File: src/rtl/mem_stage_ctrl.sv
// Memory-stage access controller for a pipelined core.
// It accepts a load or store from the execute stage and issues it to the backing
// memory as a single-cycle strobe. It then waits, with a timeout, for dm_done and
// returns a one-cycle response carrying the data, hit and error flags.
// Optional feature: define MEM_STAGE_ALIGN_CHECK_EN to reject misaligned accesses.
module mem_stage_ctrl #(
  parameter int unsigned DATA_W   = 16,
  parameter int unsigned ADDR_W   = 16,
  parameter int unsigned MAX_WAIT = 8
) (
  input  logic              clk,
  input  logic              rst_n,
  input  logic              ex_valid,
  input  logic              ex_rd,
  input  logic              ex_wr,
  input  logic [ADDR_W-1:0] ex_addr,
  input  logic [DATA_W-1:0] ex_wdata,
  input  logic              ex_dump,
  output logic [DATA_W-1:0] mem_rdata,
  output logic              mem_valid,
  output logic              stall,
  output logic              err,
  output logic              hit,
  output logic [ADDR_W-1:0] dm_addr,
  output logic [DATA_W-1:0] dm_wdata,
  output logic              dm_rd,
  output logic              dm_wr,
  output logic              dm_dump,
  input  logic [DATA_W-1:0] dm_rdata,
  input  logic              dm_done,
  input  logic              dm_hit,
  input  logic              dm_err
);

  typedef enum logic [1:0] {StIdle, StIssue, StWait, StResp} state_e;

  state_e            state_q, state_d;
  logic [ADDR_W-1:0] addr_q, addr_d;
  logic [DATA_W-1:0] wdata_q, wdata_d;
  logic              wr_q, wr_d;      // registered op: 1 = store, 0 = load
  logic [7:0]        cnt_q, cnt_d;
  logic [8:0]        cnt_inc;
  logic [DATA_W-1:0] rdata_q, rdata_d;
  logic              err_q, err_d;
  logic              hit_q, hit_d;

  logic              accept;
  logic              misaligned;
  logic              bad_req;

  // rst_n gates acceptance so stall stays low while reset is held.
  assign accept = rst_n & ex_valid & (ex_rd | ex_wr) &
                  ((state_q == StIdle) | (state_q == StResp));

`ifdef MEM_STAGE_ALIGN_CHECK_EN
  localparam int unsigned AlignBits = $clog2(DATA_W / 8);
  assign misaligned = |ex_addr[AlignBits-1:0];
`else
  assign misaligned = 1'b0;
`endif

  assign bad_req = (ex_rd & ex_wr) | misaligned;
  assign cnt_inc = {1'b0, cnt_q} + 9'd1;

  // Next-state logic: acceptance, issue/wait sequencing, response capture.
  always_comb begin
    state_d = state_q;
    addr_d  = addr_q;
    wdata_d = wdata_q;
    wr_d    = wr_q;
    cnt_d   = cnt_q;
    rdata_d = rdata_q;
    err_d   = err_q;
    hit_d   = hit_q;
    unique case (state_q)
      StIssue, StWait: begin
        if (dm_done) begin
          state_d = StResp;
          rdata_d = wr_q ? '0 : dm_rdata;
          err_d   = dm_err;
          hit_d   = dm_hit;
        end else if (state_q == StIssue) begin
          state_d = StWait;
        end else if (cnt_inc >= 9'(MAX_WAIT)) begin
          // Timeout: counter has reached MAX_WAIT with no completion.
          state_d = StResp;
          cnt_d   = cnt_inc[7:0];
          rdata_d = '0;
          err_d   = 1'b1;
          hit_d   = 1'b0;
        end else begin
          cnt_d = cnt_inc[7:0];
        end
      end
      default: begin
        // StIdle and StResp both accept; dm_done is ignored here.
        if (accept) begin
          addr_d  = ex_addr;
          wdata_d = ex_wdata;
          wr_d    = ex_wr;
          if (bad_req) begin
            state_d = StResp;
            rdata_d = '0;
            err_d   = 1'b1;
            hit_d   = 1'b0;
          end else begin
            state_d = StIssue;
            cnt_d   = '0;
          end
        end else begin
          state_d = StIdle;
        end
      end
    endcase
  end

  // State and datapath registers with asynchronous clear.
  always_ff @(posedge clk or negedge rst_n) begin
    if (!rst_n) begin
      state_q <= StIdle;
      addr_q  <= '0;
      wdata_q <= '0;
      wr_q    <= 1'b0;
      cnt_q   <= '0;
      rdata_q <= '0;
      err_q   <= 1'b0;
      hit_q   <= 1'b0;
    end else begin
      state_q <= state_d;
      addr_q  <= addr_d;
      wdata_q <= wdata_d;
      wr_q    <= wr_d;
      cnt_q   <= cnt_d;
      rdata_q <= rdata_d;
      err_q   <= err_d;
      hit_q   <= hit_d;
    end
  end

  // Output decode from the current state and the captured response.
  always_comb begin
    mem_valid = (state_q == StResp);
    err       = mem_valid & err_q;
    hit       = mem_valid & hit_q;
    mem_rdata = rdata_q;
    stall     = (state_q == StIssue) | (state_q == StWait) | accept;
    dm_rd     = (state_q == StIssue) & ~wr_q;
    dm_wr     = (state_q == StIssue) & wr_q;
    dm_addr   = addr_q;
    dm_wdata  = wdata_q;
    dm_dump   = ex_dump;
  end

endmodule

File: config.mk
export PLATFORM = sky130hd
export DESIGN_NAME = mem_stage_ctrl
export DESIGN_NICKNAME = d
export VERILOG_FILES = /design/src/rtl/mem_stage_ctrl.sv
export SDC_FILE = /design/constraint.sdc
export NUM_CORES = 1
export LEC_CHECK = 0
export CAP_MARGIN = 20
export CORE_MARGIN = 5
export CORE_UTILIZATION = 35
export CTS_CLUSTER_SIZE = 20
export DETAILED_ROUTE_END_ITERATION = 12
export GPL_TIMING_DRIVEN = 0
export PLACE_DENSITY = 0.67
export SLEW_MARGIN = 10
export SYNTH_ARGS = -nofsm -noshare
export SYNTH_HDL_FRONTEND = slang
export SYNTH_SLANG_ARGS = --single-unit
File: constraint.sdc
create_clock -name clk -period 3.63 [get_ports clk]
set_clock_uncertainty 0.2 [all_clocks]
set_input_delay 0.363 -clock clk [delete_from_list [all_inputs] [get_ports clk]]
set_output_delay 0.363 -clock clk [all_outputs]
set_load 0.1 [all_outputs]
======== Word-level counts from Yosys, hierarchy flattened ========
Index checks and enable logic that the tools add are counted.
storage, ports and cells
  output and inout port bits .............. 55
  word-level logic and storage cells ...... 70
  flip-flop bits (word level) ............. 61
cells by class
  muxes and demuxes ....................... 30
  equality and inequality tests ........... 9
  $add $sub $neg .......................... 1
  reduce and logical (&&, ||, !) cells .... 7
  bitwise operators ....................... 14
  magnitude comparators ................... 1
operators by type and width
  cell                   number
  $mux W16               7
  $mux W8                5
  $mux W1                12
  $mux W2                6
  $add A8 B1 Y9 const B  1
  $ge A9 B4 Y1 const B   1
  $and A1 B1 Y1          8
  $reduce_and A4 Y1      2
  $ne A3 B3 Y1 const B   2
  $eq A2 B2 Y1 const B   2
  $ne A2 B2 Y1 const B   2
  $ne A4 B4 Y1 const B   1
  $or A1 B1 Y1           4
  $reduce_bool A2 Y1     2
  $eq A2 B1 Y1 const B   1
  $logic_not A2 Y1       1
  $ne A2 B1 Y1 const B   1
  $not A1 Y1             2
  $reduce_and A2 Y1      1
  $reduce_or A2 Y1       1

======== Longest topological paths before layout ========
Gate-level depths: netlist of run 1.
  word-level depth ........................ 6
  gate-level depth with buffers ........... 8

======== Least setup slack after synthesis of run 1 ========
No wires, ideal clock.
  kind .................................... reg2out
  from .................................... register state_q[0]
  to ...................................... output port err
  data arrival time ....................... 2038 ps
  buffers on the path ..................... 0
  required time ........................... 3067 ps
  slack ................................... 1029 ps
  stages on the path, launching flop included .. 3
  cell sequence ........................... dfrtp_1 -> ha_1 -> and2_1
between the ends
  word-level cells in the longest chain between the ends .. 2
RTL lines
  item                    line  source
  start, declared         37    state_e state_q, state_d;
  start signal, assigned  120   state_q <= StIdle;
  start signal, assigned  129   state_q <= state_d;
  $eq A2 B2 Y1            142   mem_valid = (state_q == StResp);
  via mem_valid           20    output logic mem_valid,
  $and A1 B1 Y1           143   err = mem_valid & err_q;
  end, declared           22    output logic err,
The timed path passes the listed nets, and every way through them passes these cells.

======== Worst setup path in the final report of run 1 ========
  from .................................... register state_q[0]
  to ...................................... output port stall
between the ends
  word-level cells in the longest chain between the ends .. 4
  elaborated cells between the ends (all ways) .. 8
  those cells by class .................... eq/ne: 3; bitwise: 4; reduce/logical: 1
RTL lines
  item                                              line  source
  $eq A2 B2 Y1 or $logic_not A2 Y1 (tied branches)  53    ((state_q == StIdle) | (state_q == StResp));
  $or A1 B1 Y1                                      53
  $and A1 B1 Y1                                     52    assign accept = rst_n & ex_valid & (ex_rd | ex_wr) &
  $or A1 B1 Y1 *                                    146   stall = (state_q == StIssue) | (state_q == StWait) | accept;
  end, declared                                     21    output logic stall,
Mark *: on every way between the ends. The rest lies on a longest branch, timed or not.

==> run summary, run 1 <==
outcome = complete, no violations
die area = 9750 µm²
# nets final = 480
global-route wire length before repair = 12,600 µm
Clk pin slew, worst setup/hold paths = 0.07 ns
fin worst setup slack = 0.230 ns
RR Startpoint = state_q[0]$_DFFE_PN0P_
root buffer cell = clkbuf_8
initial antenna violation count = 0
Vias = 2,554
Worst Setup EP = stall
Synth cell types = 41
Post-Synth Adder-Cell Area = 0.0136
Reg2Reg Depth = 6
routed length per instance = 14.4 µm
Iter 0 DRT Violations = 118
Crit. Startpoint = state_q[0]$_DFFE_PN0P_
routed vias/inst = 4.86
gpl congestion = 0.825
Synth Area in Compound Gates = 0.149
Post-synth top flop = dfrtp_1
total CTS buffers = 9
Top-Level Pins = 112
endpoints failing setup = 0
critical path class = flop to output port
DRT Pass-1 Iters = 4
Hold Worst Slack = 0.275 ns
htree depth = 3
Residual DRC = 0
max-cap violations = 0
hold path start = dm_addr[8]$_DFFE_PN0P_
CTS Buffer Depth = 2
starting density of the core = 0.359
flop2flop setup slack = 1.23 ns
global routing's busiest layer = met2
Die Ht = 98.7 µm
Place WS = -0.107 ns
routing usage on met3 = 0.0821
mux cell area share after synthesis = 0.0118
# fillers = 736
number of diodes = 0
sequential share of the synthesized area = 0.554
antenna violation net count after detailed routing = 0
CTS tree = built
startpoint types = flop
Syn Std Cell Area = 2760 µm²
Die X = 98.7 µm
#FFs+latches synth = 61
vias in the first global route = 2,606
clk sinks = 61
DP HPWL = 5480 µm
Max Slew Vio Count = 0
FMAX = 294 MHz
synthesis-to-finish area growth = 52.7%
row count = 32
simple-gate area share of the yosys netlist = 0.228
gr usage total = 0.160
drt total wl = 7570 µm
post-route minimum period = 3.40 ns
core area = 7690 µm²
worst skew pair latency = 0.33 ns
GR Util met2 = 0.245
worst-margin pin slew = 1.01 ns
total gr overflow = 0
async set or reset register ratio after synthesis = 1.00
I/O Buffers = 110
EDFF count, synth = 0
main combinational cell family by area after synthesis = simple AND/OR/NAND/NOR gates
hold crit path type = flop to flop
met1 Usage GRT = 0.194
r2r endpoint = cnt_q[6]$_DFFE_PN0P_
slew margin rel. = 0.328
Mapped Avg Cell Area = 9.28 µm²
pin count of the biggest net entering global routing = 62
total of warnings raised by yosys = 0
XOR/XNOR Fraction of Synth Area = 0
worst-path fanout max = 10
buffers inserted by post-CTS timing repair = 0
Mapped Nets = 357
WP data arrival = 2.84 ns
crit end category = output port
share of cells above drive strength 1 = 0.0802
period utilisation layout = 0.937
RSZ-0062 raised after global routing = false
Critical Path RT = 3.07 ns
Final Hold Viols = 0
Post-Syn Instances = 297
routing by layer:
metal  share of wire  wire length (µm)
met5               0                 0
met4           0.017               131
met3            0.11               858
met2            0.45              3410
met1            0.42              3180
state kept, by name (all words and copies together), names as in the netlist:
register	flops
dm_addr	16
dm_wdata	16
mem_rdata	16
cnt_q	8
state_q	2
err_q	1
hit_q	1
wr_q	1
final cells by class:
type                    count  area (µm²)  share of cell area
clock buffers              11         141              0.0336
well taps                 102         128              0.0303
flip-flops and latches     61        1530               0.363
plain buffers              19         110              0.0262
repair buffers            112        1140               0.270
clock inverters             4        48.8              0.0116
multi-input cells         214        1110               0.263
inverters                   3        11.3             0.00267
layout by cell type, fill, tap and decap left out, types with 2 or more instances in the layout:
cell type and count:
o31a_2 2, clkbuf_1 9, clkbuf_8 10, ha_1 3, a22oi_1 16, nand2_1 121
buf_6 4, nor2b_1 2, o21ai_1 2, a31oi_1 4, buf_2 3, nor3_1 2
mux2_2 2, and2_1 3, buf_1 2, nand3_1 4, buf_4 2, and3_1 2
clkdlybuf4s50_1 108, nor4b_1 2, nor2_1 2, dfrtp_1 61, a21oi_1 3, o21ai_0 25
nand4_1 2, nand2b_1 2, inv_1 3, clkinv_2 2
critical path, stage by stage, from the launching register on:
cell and delay [ns]:
dfrtp_1 0.41, ha_1 0.40, nand3_1 0.14, o21bai_1 0.30
clkbuf_1 0.28, nand2_1 0.12, clkdlybuf4s15_1 0.86
how the worst min path moves through the flow:
stage	end	slack, ns	cells past startpoint
floorplan	cnt_q[0]$_DFFE_PN0P_	-0.13	0
global placement	dm_wdata[1]$_DFFE_PN0P_	0.26	2
detailed placement	dm_addr[15]$_DFFE_PN0P_	0.26	2
CTS	dm_addr[15]$_DFFE_PN0P_	0.28	2
global route	dm_addr[15]$_DFFE_PN0P_	0.30	2
finish	dm_addr[8]$_DFFE_PN0P_	0.27	2
synthesized netlist by cell type, drive strengths merged, types with 2 or more instances:
library cell,instances,area (µm²)
a21oi,3,15.0
and3,2,12.5
a22oi,16,120
nor2,3,13.8
o31a,2,20.0
dfrtp,61,1530
nand2,121,454
a31oi,4,25.0
nor4,2,27.5
o21ai,27,135
and2,3,18.8
nor3,2,10.0
nand4,2,12.5
clkbuf,9,35.0
nand2b,2,12.5
inv,3,11.3
buf,10,75.1
nand3,4,20.0
mux2,2,22.5
nor2b,2,12.5
nor4b,2,17.5
ha,3,37.5
kinds of logic after synthesis:
logic type | Yosys count
and+or+nand+nor | 147
AOI/OAI and AO/OA | 61
DFF | 61
buffers and inverters | 22
muxes | 3
adders and majority gates | 3
timing repair:
action                                 in CTS  in global routing
hold buffers                                2                  0
gates resized for setup                     1                  1
setup endpoints to repair                   1                  1
cloned                                      0                  0
endpoints found under the hold margin      61                  0
stage by stage:
stage          TNS (ns)   util  area [µm²]  cells
6_report              0  0.548        4210    526
5_1_grt               0  0.548        4210    526
4_1_cts               0  0.548        4210    526
3_5_place_dp     -0.107  0.518        3980    509
3_3_place_gp     -65.31  0.518        3990    509
2_1_floorplan         0      -        2760    297
Power of run 1 is left out: the tool's default activity adds up to more than one toggle a clock period on the data nets, which glitch-free logic cannot reach.
==> run 2: changes to the inputs <==
- CTS_CLUSTER_DIAMETER: not set -> 60
- PLACE_DENSITY: 0.67 -> 0.75
==> run 2 against run 1 <==
Register-to-register slack better by 0.05 ns. Routed wire length down 1.4%. Critical path depth unchanged. Non-clock buffer count unchanged. Core utilization down 0.23 points. Worst hold slack better by 0.0017 ns. Clock-buffer cell count down 2. Die area unchanged. Sequential share of layout area up 0.15 points. Final area down 0.42%. Global-route usage down 0.27 points. Setup slack better by 0.35 ns.
==> run summary, run 2 (synthesis results as in run 1) <==
outcome = complete, no violations
post-route minimum period = 3.05 ns
commonest non-fill, non-tap cell in the layout = nand2_1
Residual DRC = 0
gpl congestion = 0.792
worst-path fanout max = 10
DRT Pass-1 Iters = 4
row count = 32
worst-margin pin slew = 1.00 ns
total CTS buffers = 9
gr usage total = 0.158
max-cap violations = 0
CP Cell Sequence = ha_1 -> nand3_1 -> o21bai_1 -> clkbuf_1 -> nand2_1 -> clkbuf_2
post-route cell area = 4190 µm²
Final Hold Viols = 0
DP Area = 3980 µm²
die area = 9750 µm²
CTS tree = built
RSZ-0062 raised after global routing = false
global-route wire length before repair = 12,500 µm
total gr overflow = 0
startpoint types = flop
endpoints failing setup = 0
CTS Buffer Depth = 2
fin util = 0.545
leading cell types in the layout, fill and taps excluded = nand2_1, clkdlybuf4s50_1, dfrtp_1
Top-Level Pins = 112
WP data arrival = 2.48 ns
number of cells after detailed placement = 509
htree depth = 3
Vias = 2,549
routed vias/inst = 4.86
Critical Path RT = 3.07 ns
hold crit path type = flop to flop
crit end category = output port
worst skew pair latency = 0.33 ns
number of diodes = 0
clk sinks = 61
pin count of the biggest net entering global routing = 62
Slowest-stage cell, CP = clkbuf_2
FMAX = 328 MHz
period utilisation layout = 0.839
Clk pin slew, worst setup/hold paths = 0.07 ns
I/O Buffers = 110
root buffer cell = clkbuf_8
routed length per instance = 14.2 µm
DRT met1 WL = 3260 µm
slew margin rel. = 0.331
antenna violation net count after detailed routing = 0
initial antenna violation count = 0
Iter 0 DRT Violations = 181
# nets final = 480
Die X = 98.7 µm
synthesis-to-finish area growth = 52.1%
drt total wl = 7470 µm
Layout Cells excl Fill = 525
DP HPWL = 5420 µm
starting density of the core = 0.359
met2 WL = 3460 µm
core area = 7690 µm²
critical path class = flop to output port
CP peak stage delay = 0.47 ns
Die Ht = 98.7 µm
vias in the first global route = 2,654
Max Slew Vio Count = 0
max layer used = met4
setup TNS = 0 ns
met3 wire len = 654 µm
share of cells above drive strength 1 = 0.0827
==> run 2: cell count changes in the layout (fill, tap and decap cells not counted) <==
| cell | delta |
|---|---|
| clkdlybuf4s15_1 | -1 |
| clkinv_2 | +1 |
| clkbuf_8 | -1 |
| clkbuf_2 | +1 |
| clkbuf_1 | -1 |
==> run 2: layout make-up <==
cell class | instances | area [µm²]
clock inverters | 5 | 53.8
flip-flops and latches | 61 | 1530
plain buffers | 19 | 110
inverters | 3 | 11.3
repair buffers | 112 | 1130
clock buffers | 9 | 124
well taps | 102 | 128
multi-input cells | 214 | 1110
fillers | 724 | 3490
==> run 2: worst paths after layout <==
check	startpoint	end	cells past startpoint	slack [ns]
min in group asynchronous	rst_n	state_q[1]$_DFFE_PN0P_	3	0.40
worst min register to register	dm_wdata[13]$_DFFE_PN0P_	dm_wdata[13]$_DFFE_PN0P_	2	0.28
max in group asynchronous	rst_n	mem_rdata[1]$_DFFE_PN0P_	3	2.55
worst min-delay path	dm_wdata[13]$_DFFE_PN0P_	dm_wdata[13]$_DFFE_PN0P_	2	0.28
worst max register to register	state_q[0]$_DFFE_PN0P_	mem_rdata[10]$_DFFE_PN0P_	6	1.28
worst max-delay path	state_q[0]$_DFFE_PN0P_	stall	6	0.58
==> run 2: through the flow <==
stage,hold slack [ns],worst slack [ns]
6_report,0.277,0.584
5_1_grt,0.295,0.366
4_1_cts,0.279,0.156
3_5_place_dp,0.263,-0.146
3_3_place_gp,0.257,-2.25
2_1_floorplan,-0.133,1.03
==> run 2: per-layer routing <==
layer  vias to the layer above  global-route usage
met3                         8              0.0609
met1                      1192               0.193
li1                       1251                   -
met5                         -                   0
met4                         0              0.0630
met2                        98               0.250
==> run 2: what timing repair did <==
item / in CTS / in global routing
hold buffers: 2 / 0
setup endpoints to repair: 1 / 1
pin swaps: 0 / 0
buffers inserted: 0 / 0
gates resized for setup: 1 / 2
endpoints found under the hold margin: 61 / 0
==> run 2: critical path, delay by kind of cell, from the launching register on <==
family                     cells  cell delay, ns
adders and majority gates      1            0.39
DFF                            1            0.41
and+or+nand+nor                2            0.25
AOI/OAI and AO/OA              1            0.32
buffers and inverters          2            0.77
Power of run 2 is left out for the same reason.
